<file path="src/rtl/proc_pkg.sv">
// Shared definitions for the multicycle processor: opcodes, FSM states
// and the bit positions of the fields inside an 8-bit instruction word.
package proc_pkg;

    typedef enum logic [1:0] {
        OP_ADD = 2'b00,
        OP_LW  = 2'b01,
        OP_SW  = 2'b10,
        OP_J   = 2'b11
    } opcode_e;

    typedef enum logic [2:0] {
        ST_FETCH,
        ST_EXEC,
        ST_MEM,
        ST_WB,
        ST_HALTED
    } state_e;

    localparam int OPC_MSB   = 7;
    localparam int OPC_LSB   = 6;
    localparam int RS_MSB    = 5;
    localparam int RS_LSB    = 4;
    localparam int RT_MSB    = 3;
    localparam int RT_LSB    = 2;
    localparam int RD_MSB    = 1;
    localparam int RD_LSB    = 0;
    localparam int IMM_W     = 2;
    localparam int REG_COUNT = 4;

endpackage

</file>
<file path="src/rtl/proc_regfile.sv">
// Four-entry register file: two asynchronous read ports, one synchronous
// write port. Reset loads each register with its own index so programs
// have small non-zero constants available without an immediate-load op.
module proc_regfile
    import proc_pkg::*;
#(
    parameter int DATA_W = 8
) (
    input  logic              clk_i,
    input  logic              rst_ni,
    input  logic              we_i,
    input  logic [1:0]        waddr_i,
    input  logic [DATA_W-1:0] wdata_i,
    input  logic [1:0]        raddr_a_i,
    input  logic [1:0]        raddr_b_i,
    output logic [DATA_W-1:0] rdata_a_o,
    output logic [DATA_W-1:0] rdata_b_o
);

    logic [DATA_W-1:0] regs_q [REG_COUNT];

    // Register storage: index-valued reset, single write port
    always_ff @(posedge clk_i) begin
        if (!rst_ni) begin
            for (int i = 0; i < REG_COUNT; i++) begin
                regs_q[i] <= DATA_W'(i);
            end
        end else if (we_i) begin
            regs_q[waddr_i] <= wdata_i;
        end
    end

    assign rdata_a_o = regs_q[raddr_a_i];
    assign rdata_b_o = regs_q[raddr_b_i];

endmodule

</file>
<file path="src/rtl/proc_multicycle.sv">
// Multicycle processor: FETCH -> EXEC -> (MEM) -> (WB) with a HALTED
// parking state. The FSM, ALU and data memory live here; the register
// file is a separate sub-module.
module proc_multicycle
    import proc_pkg::*;
#(
    parameter int DATA_W     = 8,
    parameter int ADDR_W     = 8,
    parameter int DMEM_DEPTH = 16
) (
    input  logic              CLK,
    input  logic              RST,
    input  logic              HALT,
    output logic              imem_req,
    output logic [ADDR_W-1:0] imem_addr,
    input  logic [7:0]        imem_data,
    input  logic              imem_valid,
    output logic              wb_valid,
    output logic [1:0]        wb_idx,
    output logic [DATA_W-1:0] wb_data,
    output logic              neg_flag,
    output logic [ADDR_W-1:0] pc_out,
    output logic [1:0]        opcode_out,
    output logic              halted,
    output logic [15:0]       retired
);

    localparam int DMEM_AW = (DMEM_DEPTH > 1) ? $clog2(DMEM_DEPTH) : 1;

    state_e             state_q;
    logic [ADDR_W-1:0]  pc_q;
    logic [7:0]         ir_q;
    logic [15:0]        retired_q;
    logic [DMEM_AW-1:0] maddr_q;
    logic               wb_valid_q;
    logic [1:0]         wb_idx_q;
    logic [DATA_W-1:0]  wb_data_q;
    logic               neg_flag_q;
    logic [DATA_W-1:0]  dmem_q [DMEM_DEPTH];

    opcode_e            opcode;
    logic [1:0]         rs_idx;
    logic [1:0]         rt_idx;
    logic [1:0]         rd_idx;
    logic [DATA_W-1:0]  rs_val;
    logic [DATA_W-1:0]  rt_val;
    logic [DATA_W-1:0]  imm_ext;
    logic [DATA_W-1:0]  alu_res;
    logic [ADDR_W-1:0]  pc_seq;
    logic [ADDR_W-1:0]  pc_jump;

    assign opcode  = opcode_e'(ir_q[OPC_MSB:OPC_LSB]);
    assign rs_idx  = ir_q[RS_MSB:RS_LSB];
    assign rt_idx  = ir_q[RT_MSB:RT_LSB];
    assign rd_idx  = ir_q[RD_MSB:RD_LSB];
    assign imm_ext = {{(DATA_W-IMM_W){ir_q[RD_MSB]}}, ir_q[RD_MSB:RD_LSB]};
    assign alu_res = rs_val + ((opcode == OP_ADD) ? rt_val : imm_ext);
    assign pc_seq  = pc_q + ADDR_W'(1);
    assign pc_jump = pc_seq + {{(ADDR_W-IMM_W){ir_q[RD_MSB]}}, ir_q[RD_MSB:RD_LSB]};

    // The register write happens at the end of the WB cycle, using the
    // index/value already presented on the wb_* outputs.
    proc_regfile #(
        .DATA_W (DATA_W)
    ) u_regfile (
        .clk_i     (CLK),
        .rst_ni    (RST),
        .we_i      (wb_valid_q),
        .waddr_i   (wb_idx_q),
        .wdata_i   (wb_data_q),
        .raddr_a_i (rs_idx),
        .raddr_b_i (rt_idx),
        .rdata_a_o (rs_val),
        .rdata_b_o (rt_val)
    );

    // Control FSM together with pc, IR, retire counter, write-back outputs and data memory
    always_ff @(posedge CLK) begin
        if (!RST) begin
            state_q    <= ST_FETCH;
            pc_q       <= '0;
            ir_q       <= '0;
            retired_q  <= '0;
            maddr_q    <= '0;
            wb_valid_q <= 1'b0;
            wb_idx_q   <= '0;
            wb_data_q  <= '0;
            neg_flag_q <= 1'b0;
            for (int i = 0; i < DMEM_DEPTH; i++) begin
                dmem_q[i] <= '0;
            end
        end else begin
            wb_valid_q <= 1'b0;
            case (state_q)
                ST_FETCH: begin
                    if (HALT) begin
                        state_q <= ST_HALTED;
                    end else if (imem_valid) begin
                        ir_q    <= imem_data;
                        state_q <= ST_EXEC;
                    end
                end
                ST_EXEC: begin
                    case (opcode)
                        OP_ADD: begin
                            wb_valid_q <= 1'b1;
                            wb_idx_q   <= rd_idx;
                            wb_data_q  <= alu_res;
                            neg_flag_q <= alu_res[DATA_W-1];
                            state_q    <= ST_WB;
                        end
                        OP_LW, OP_SW: begin
                            maddr_q <= alu_res[DMEM_AW-1:0];
                            state_q <= ST_MEM;
                        end
                        OP_J: begin
                            pc_q      <= pc_jump;
                            retired_q <= retired_q + 16'd1;
                            state_q   <= ST_FETCH;
                        end
                        default: state_q <= ST_FETCH;
                    endcase
                end
                ST_MEM: begin
                    if (opcode == OP_SW) begin
                        dmem_q[maddr_q] <= rt_val;
                        pc_q            <= pc_seq;
                        retired_q       <= retired_q + 16'd1;
                        state_q         <= ST_FETCH;
                    end else begin
                        wb_valid_q <= 1'b1;
                        wb_idx_q   <= rt_idx;
                        wb_data_q  <= dmem_q[maddr_q];
                        neg_flag_q <= dmem_q[maddr_q][DATA_W-1];
                        state_q    <= ST_WB;
                    end
                end
                ST_WB: begin
                    pc_q      <= pc_seq;
                    retired_q <= retired_q + 16'd1;
                    state_q   <= ST_FETCH;
                end
                ST_HALTED: begin
                    if (!HALT) begin
                        state_q <= ST_FETCH;
                    end
                end
                default: state_q <= ST_FETCH;
            endcase
        end
    end

    assign imem_req   = RST && !HALT && (state_q == ST_FETCH);
    assign imem_addr  = pc_q;
    assign wb_valid   = wb_valid_q;
    assign wb_idx     = wb_idx_q;
    assign wb_data    = wb_data_q;
    assign neg_flag   = neg_flag_q;
    assign pc_out     = pc_q;
    assign opcode_out = ir_q[OPC_MSB:OPC_LSB];
    assign halted     = (state_q == ST_HALTED);
    assign retired    = retired_q;

endmodule

</file>
<file path="config.mk">
export PLATFORM = sky130hd
export DESIGN_NAME = proc_multicycle
export DESIGN_NICKNAME = d
export VERILOG_FILES = /design/src/rtl/proc_pkg.sv /design/src/rtl/proc_regfile.sv /design/src/rtl/proc_multicycle.sv
export SDC_FILE = /design/constraint.sdc
export NUM_CORES = 1
export LEC_CHECK = 0
export CORE_ASPECT_RATIO = 1.25
export CORE_MARGIN = 2
export CORE_UTILIZATION = 47
export CTS_BUF_LIST = sky130_fd_sc_hd__clkbuf_4 sky130_fd_sc_hd__clkbuf_8
export DETAILED_ROUTE_END_ITERATION = 10
export GPL_TIMING_DRIVEN = 0
export PLACE_DENSITY_LB_ADDON = 0.3
export REMOVE_ABC_BUFFERS = 1
export SYNTH_ARGS = -nofsm -noshare
export SYNTH_HDL_FRONTEND = slang
export SYNTH_SLANG_ARGS = --single-unit
</file>
<file path="constraint.sdc">
create_clock -name CLK -period 3.8 [get_ports CLK]
set_clock_uncertainty 0.05 [all_clocks]
set_input_delay 0.38 -clock CLK [delete_from_list [all_inputs] [get_ports CLK]]
set_output_delay 0.38 -clock CLK [all_outputs]
set_load 0.01 [all_outputs]
</file>
Word-level counts from Yosys, hierarchy flattened --
Memories as Yosys holds them, arrays and structs flattened. A register that Yosys moved wholly into a read port is not among the register bits. Cells that the tools add are included.
Storage, ports and cells: input bits 12, memories 2, bits in registers 51, memory bits (writable) 160, logic and storage cells 89, output and inout bits 48
Operators by class: reductions and logical operators 15, add/subtract/negate cells 4, eq/ne operators 13, bitwise operators 1, muxes and demuxes 45
Memory list:
- dmem_q | depth 16, width 8, read ports 1, clocked after memory_dff 1, wr ports 16, line proc_multicycle.sv:39 | logic [DATA_W-1:0] dmem_q [DMEM_DEPTH];
- u_regfile.regs_q | depth 4, width 8, read ports 2, clocked after memory_dff 2, wr ports 4, line proc_regfile.sv:20 | logic [DATA_W-1:0] regs_q [REG_COUNT];
Operators with widths (count):
- 8-bit 2-to-1 mux | 7
- 16-bit case mux with 3 select lines | 1
- 16-bit 2-to-1 mux | 2
- 8-bit case mux with 3 select lines | 1
- 16-bit by 1-bit adder with 16-bit output, second input constant | 1
- 8-bit adder | 2
- 2-bit 2-to-1 mux | 8
- 8-bit case mux with 2 select lines | 1
- 8-bit OR reduction | 2
- 1-bit 2-to-1 mux | 14
- 4-bit 2-to-1 mux | 3
- 3-bit case mux with 4 select lines | 1
- 2-bit inequality test, second input constant | 5
- 3-bit 2-to-1 mux | 3
- 3-bit case mux with 3 select lines | 1
- 3-bit AND reduction | 3
- 8-bit by 1-bit adder with 8-bit output, second input constant | 1
- 3-bit by 2-bit equality test with 1-bit output, second input constant | 2
- 2-bit equality test, second input constant | 2
- 1-bit case mux with 2 select lines | 2
- 2-bit case mux with 2 select lines | 1
- 2-bit AND reduction | 2
- 3-bit by 1-bit equality test with 1-bit output, second input constant | 1
- 3-bit equality test, second input constant | 1
- 10 further kinds | 11

Longest topological paths before layout --
depth in word-level cells 7, depth in mapped cells 14, mapped depth without buffers 13

Hierarchy --
From an unflattened synthesis, not the netlist that was laid out.
Unflattened totals: cells, all modules 853, area total of the unflattened synthesis 10666.5 um^2
By module, submodules not included:
- proc_multicycle | times used 1, cells each 756, sequential area each 4924.7 um^2, area each 9029.9 um^2
- proc_regfile | times used 1, cells each 97, sequential area each 960.9 um^2, area each 1636.6 um^2

Least setup slack after synthesis --
OpenSTA, ideal clock, no wires.
path type register to register, from register (tool-made name), to register wb_data_q[6] (netlist: wb_data[6]), period minus slack after synthesis 3096 ps, cell stages (with the launch flop) 13, setup time 126 ps, data required time 3624 ps, path slack 704 ps, arrival 2919 ps, path buffers 2, path through dfxtp_1 buf_2 buf_2 mux2_2 o21ai_1 o21ai_0 fa_1 a21o_1 a21oi_1 o21bai_1 a21oi_1 xor2_1 o211ai_1
RTL lines:
- to (signal assigned) | line proc_multicycle.sv:108 | wb_data_q <= alu_res;
- to (signal assigned) | line proc_multicycle.sv:133 | wb_data_q <= dmem_q[maddr_q];
- to (decl) | line proc_multicycle.sv:37 | logic [DATA_W-1:0] wb_data_q;

==> results_dict.tcl <==
set metrics [dict create \
    setup_slack_ns 0.253 \
    grt_usage_pct 21.6 \
    cp-end-kind "flip-flop" \
    core_area_mm2 0.0221 \
    power_w 0.00515 \
    synth-seq-area-share_pct 57.0 \
    grt_max_degree 33 \
    worst_pin_slew_ns 1.38 \
    synth_flop_cell "edfxtp_1" \
    drc 0 \
    cts_tree "yes" \
    synth_edf_count 160 \
    ioPinCount 60 \
    antenna_left 0 \
    gr-total-overflow 0 \
    cts_resized 0 \
    cpLargestDelayFamily "compound AO/OA/AOI/OAI gates" \
    routed-via-count 6906 \
    crit_required_ns 4.15 \
    cts_setup_buffers 0 \
    synth.distinct_cells 65 \
    synth.most_common_cell "nor2_1" \
    drv_cap 0 \
    clock_latency_ns 0.52 \
    avgRoutedWirePerCell_um 20.2 \
    drive_above_1_share_pct 14.1 \
    cts.path.max_buffers 3 \
    path_buf_inv 1 \
    intPower_w 0.00389 \
    rsz0062_at_grt "false" \
    fmax_mhz 282 \
    fp.dieW_um 137 \
    rows 61 \
    gp_congestion 0.813 \
    syn_to_final_growth_pct 13.5 \
    pwr-share-comb_pct 9.2 \
    synth_cells 868 \
    critPathMaxStageDelay_ns 0.62 \
    synthesis.area_mm2 0.0105 \
    path_cells "mux2_2 > o21ai_2 > buf_6 > o21ai_0 > fa_1 > a21o_1 > a21oi_1 > o21bai_1 > a21oi_1 > xor2_1 > o211ai_1" \
    h-tree-depth 2 \
    drt_pre_antenna_iters 5 \
    peakVddDrop_uv 273 \
    p_leak_nw 4.25 \
    place_ws_ns 0.0343 \
    grt_pass1_wl_mm 37.9 \
    fin_crit_sh_pct 93.3 \
    tns_ns 0 \
    status "finished clean" \
    cts_hold_buf 0 \
    cp_max_fo 16 \
    cp.arrival_ns 3.90 \
    power.density_mw_per_mm2 434 \
    fin_crit_ns 3.55 \
    power_frac_clock_pct 38.3 \
    numCtsBuffers 34 \
    post-route-util_pct 53.9 \
    antenna_found_initial 0 \
    hold_violations 0 \
    drt_wl_total_mm 24.5 \
    diodes 0 \
    seqPwrFrac_pct 52.5 \
    criticalPathCategory "reg -> reg" \
    drt_iter0_markers 406 \
    ys_warn_count 0 \
    clkSlewWorstSetupHoldPaths_ns 0.06 \
    hpwl_mm 16.4 \
    synthArstFlopShare_pct 0 \
    grt_pass1_vias 6822 \
    timing.slew.headroom_pct 7.27 \
    synth_area_leaders "edfxtp_1, dfxtp_1, mux4_2" \
    yosysTopAreaCellShare_pct 45.9 \
    start_util_pct 47.5 \
    cpMostUsedCell "a21oi_1" \
    setup_viol 0 \
    synth_top_area_cell "edfxtp_1" \
    fin_nets 942 \
    p_sw_share_pct 24.6 \
    slew_viol_final 0 \
    die_area_mm2 0.0235 \
    switching_power_w 0.00127 \
    via_per_inst 5.68 \
    start_kind "flip-flop" \
    dieHeight_um 171 \
    hold_path.class "in -> reg" \
    cts.root.buffer_cell "clkbuf_8" \
    cts_sinks 218 \
    io_buffers 59 \
    synth_common_cells "nor2_1, edfxtp_1, nand2_1" \
    synth-seq-cells 218 \
    avgSynthCellArea_um2 12.1 \
    cpMaxStageDelayCell "dfxtp_2" \
]
[worst paths after layout]
check                                           from                 endpoint  slack (ns)  depth (start not counted)
worst max-delay path                       flip-flop  wb_data[6]$_SDFFE_PN0P_        0.25                         11
worst min-delay path                             RST  state_q[2]$_SDFFE_PN0P_        0.34                          3
worst min register to register  ir_q[5]$_SDFFE_PN0P_     ir_q[5]$_SDFFE_PN0P_        0.41                          2
worst max register to register             flip-flop  wb_data[6]$_SDFFE_PN0P_        0.25                         11
[per-layer routing]
metal / share of wire (%) / wire length (µm) / up-vias / global-route usage, %
met5: 0 / 0 / - / 0
met4: 3.2 / 779 / 0 / 8.38
met3: 5.4 / 1320 / 45 / 3.73
met2: 53 / 12900 / 220 / 38.7
met1: 39 / 9490 / 3397 / 25.6
li1: - / - / 3244 / -
[stage by stage]
step | cells | hold slack [ns] | area [µm²]
after floorplan | 807 | 0.386 | 10100
after global placement | 1149 | 0.403 | 11100
after detailed placement | 1154 | 0.407 | 11200
after CTS | 1215 | 0.325 | 11900
after global routing | 1215 | 0.358 | 11900
final | 1215 | 0.343 | 11900
[state kept, by name (all words and copies together), names as in the netlist, named ones only]
name and cells:
dmem_q 128, u_regfile.regs_q 32, wb_valid 1, maddr_q 4, imem_addr 8, retired 16
wb_data 8, state_q 3, wb_idx 2, ir_q 8
[power groups by stage]
stage	Clock, W	Sequential, W	Combinational, W
3_3_place_gp	0	0.00276	0.000451
3_5_place_dp	0	0.00276	0.000473
4_1_cts	0.00201	0.00271	0.000476
5_1_grt	0.00210	0.00272	0.000517
6_report	0.00197	0.00271	0.000474
2_1_floorplan	0	0.00274	0.000277
[logic make-up (layout without fill, tap and decap cells)]
family	Yosys count	after routing	share of synthesized area (%)
fa+ha+maj	23	23	2.89
flops	218	218	57.0
mux	71	71	12.8
compound gates	110	110	6.49
buf+inv	73	137	3.57
simple gates	349	349	15.2
xor+xnor	24	24	2.01
[layout by cell type, fill, tap and decap left out, drive strengths merged, types with 13 or more instances in the layout]
| cell type | Yosys | layout |
|---|---|---|
| a21oi | 36 | 36 |
| and2 | 24 | 24 |
| clkbuf | 26 | 50 |
| clkdlybuf4s50 | 0 | 58 |
| dfxtp | 58 | 58 |
| edfxtp | 160 | 160 |
| ha | 21 | 21 |
| inv | 12 | 13 |
| mux2i | 16 | 16 |
| mux4 | 47 | 47 |
| nand2 | 74 | 74 |
| nand3 | 27 | 27 |
| nor2 | 162 | 162 |
| o21ai | 33 | 33 |
| xor2 | 13 | 13 |
[layout make-up]
| cell class | instances | area, µm² |
|---|---|---|
| Multi-Input combinational cell | 577 | 4150 |
| Fill cell | 1892 | 10200 |
| Clock buffer | 50 | 626 |
| Tap cell | 283 | 354 |
| Clock inverter | 11 | 58.8 |
| Sequential cell | 218 | 5970 |
| Inverter | 12 | 45.0 |
| Timing Repair Buffer | 64 | 674 |
[worst min-delay path, delay by kind of cell]
kind | cells | cell delay (ns)
buffers and inverters | 1 | 0.29
and+or+nand+nor | 2 | 0.18
Power figures use the tool's default switching activity.
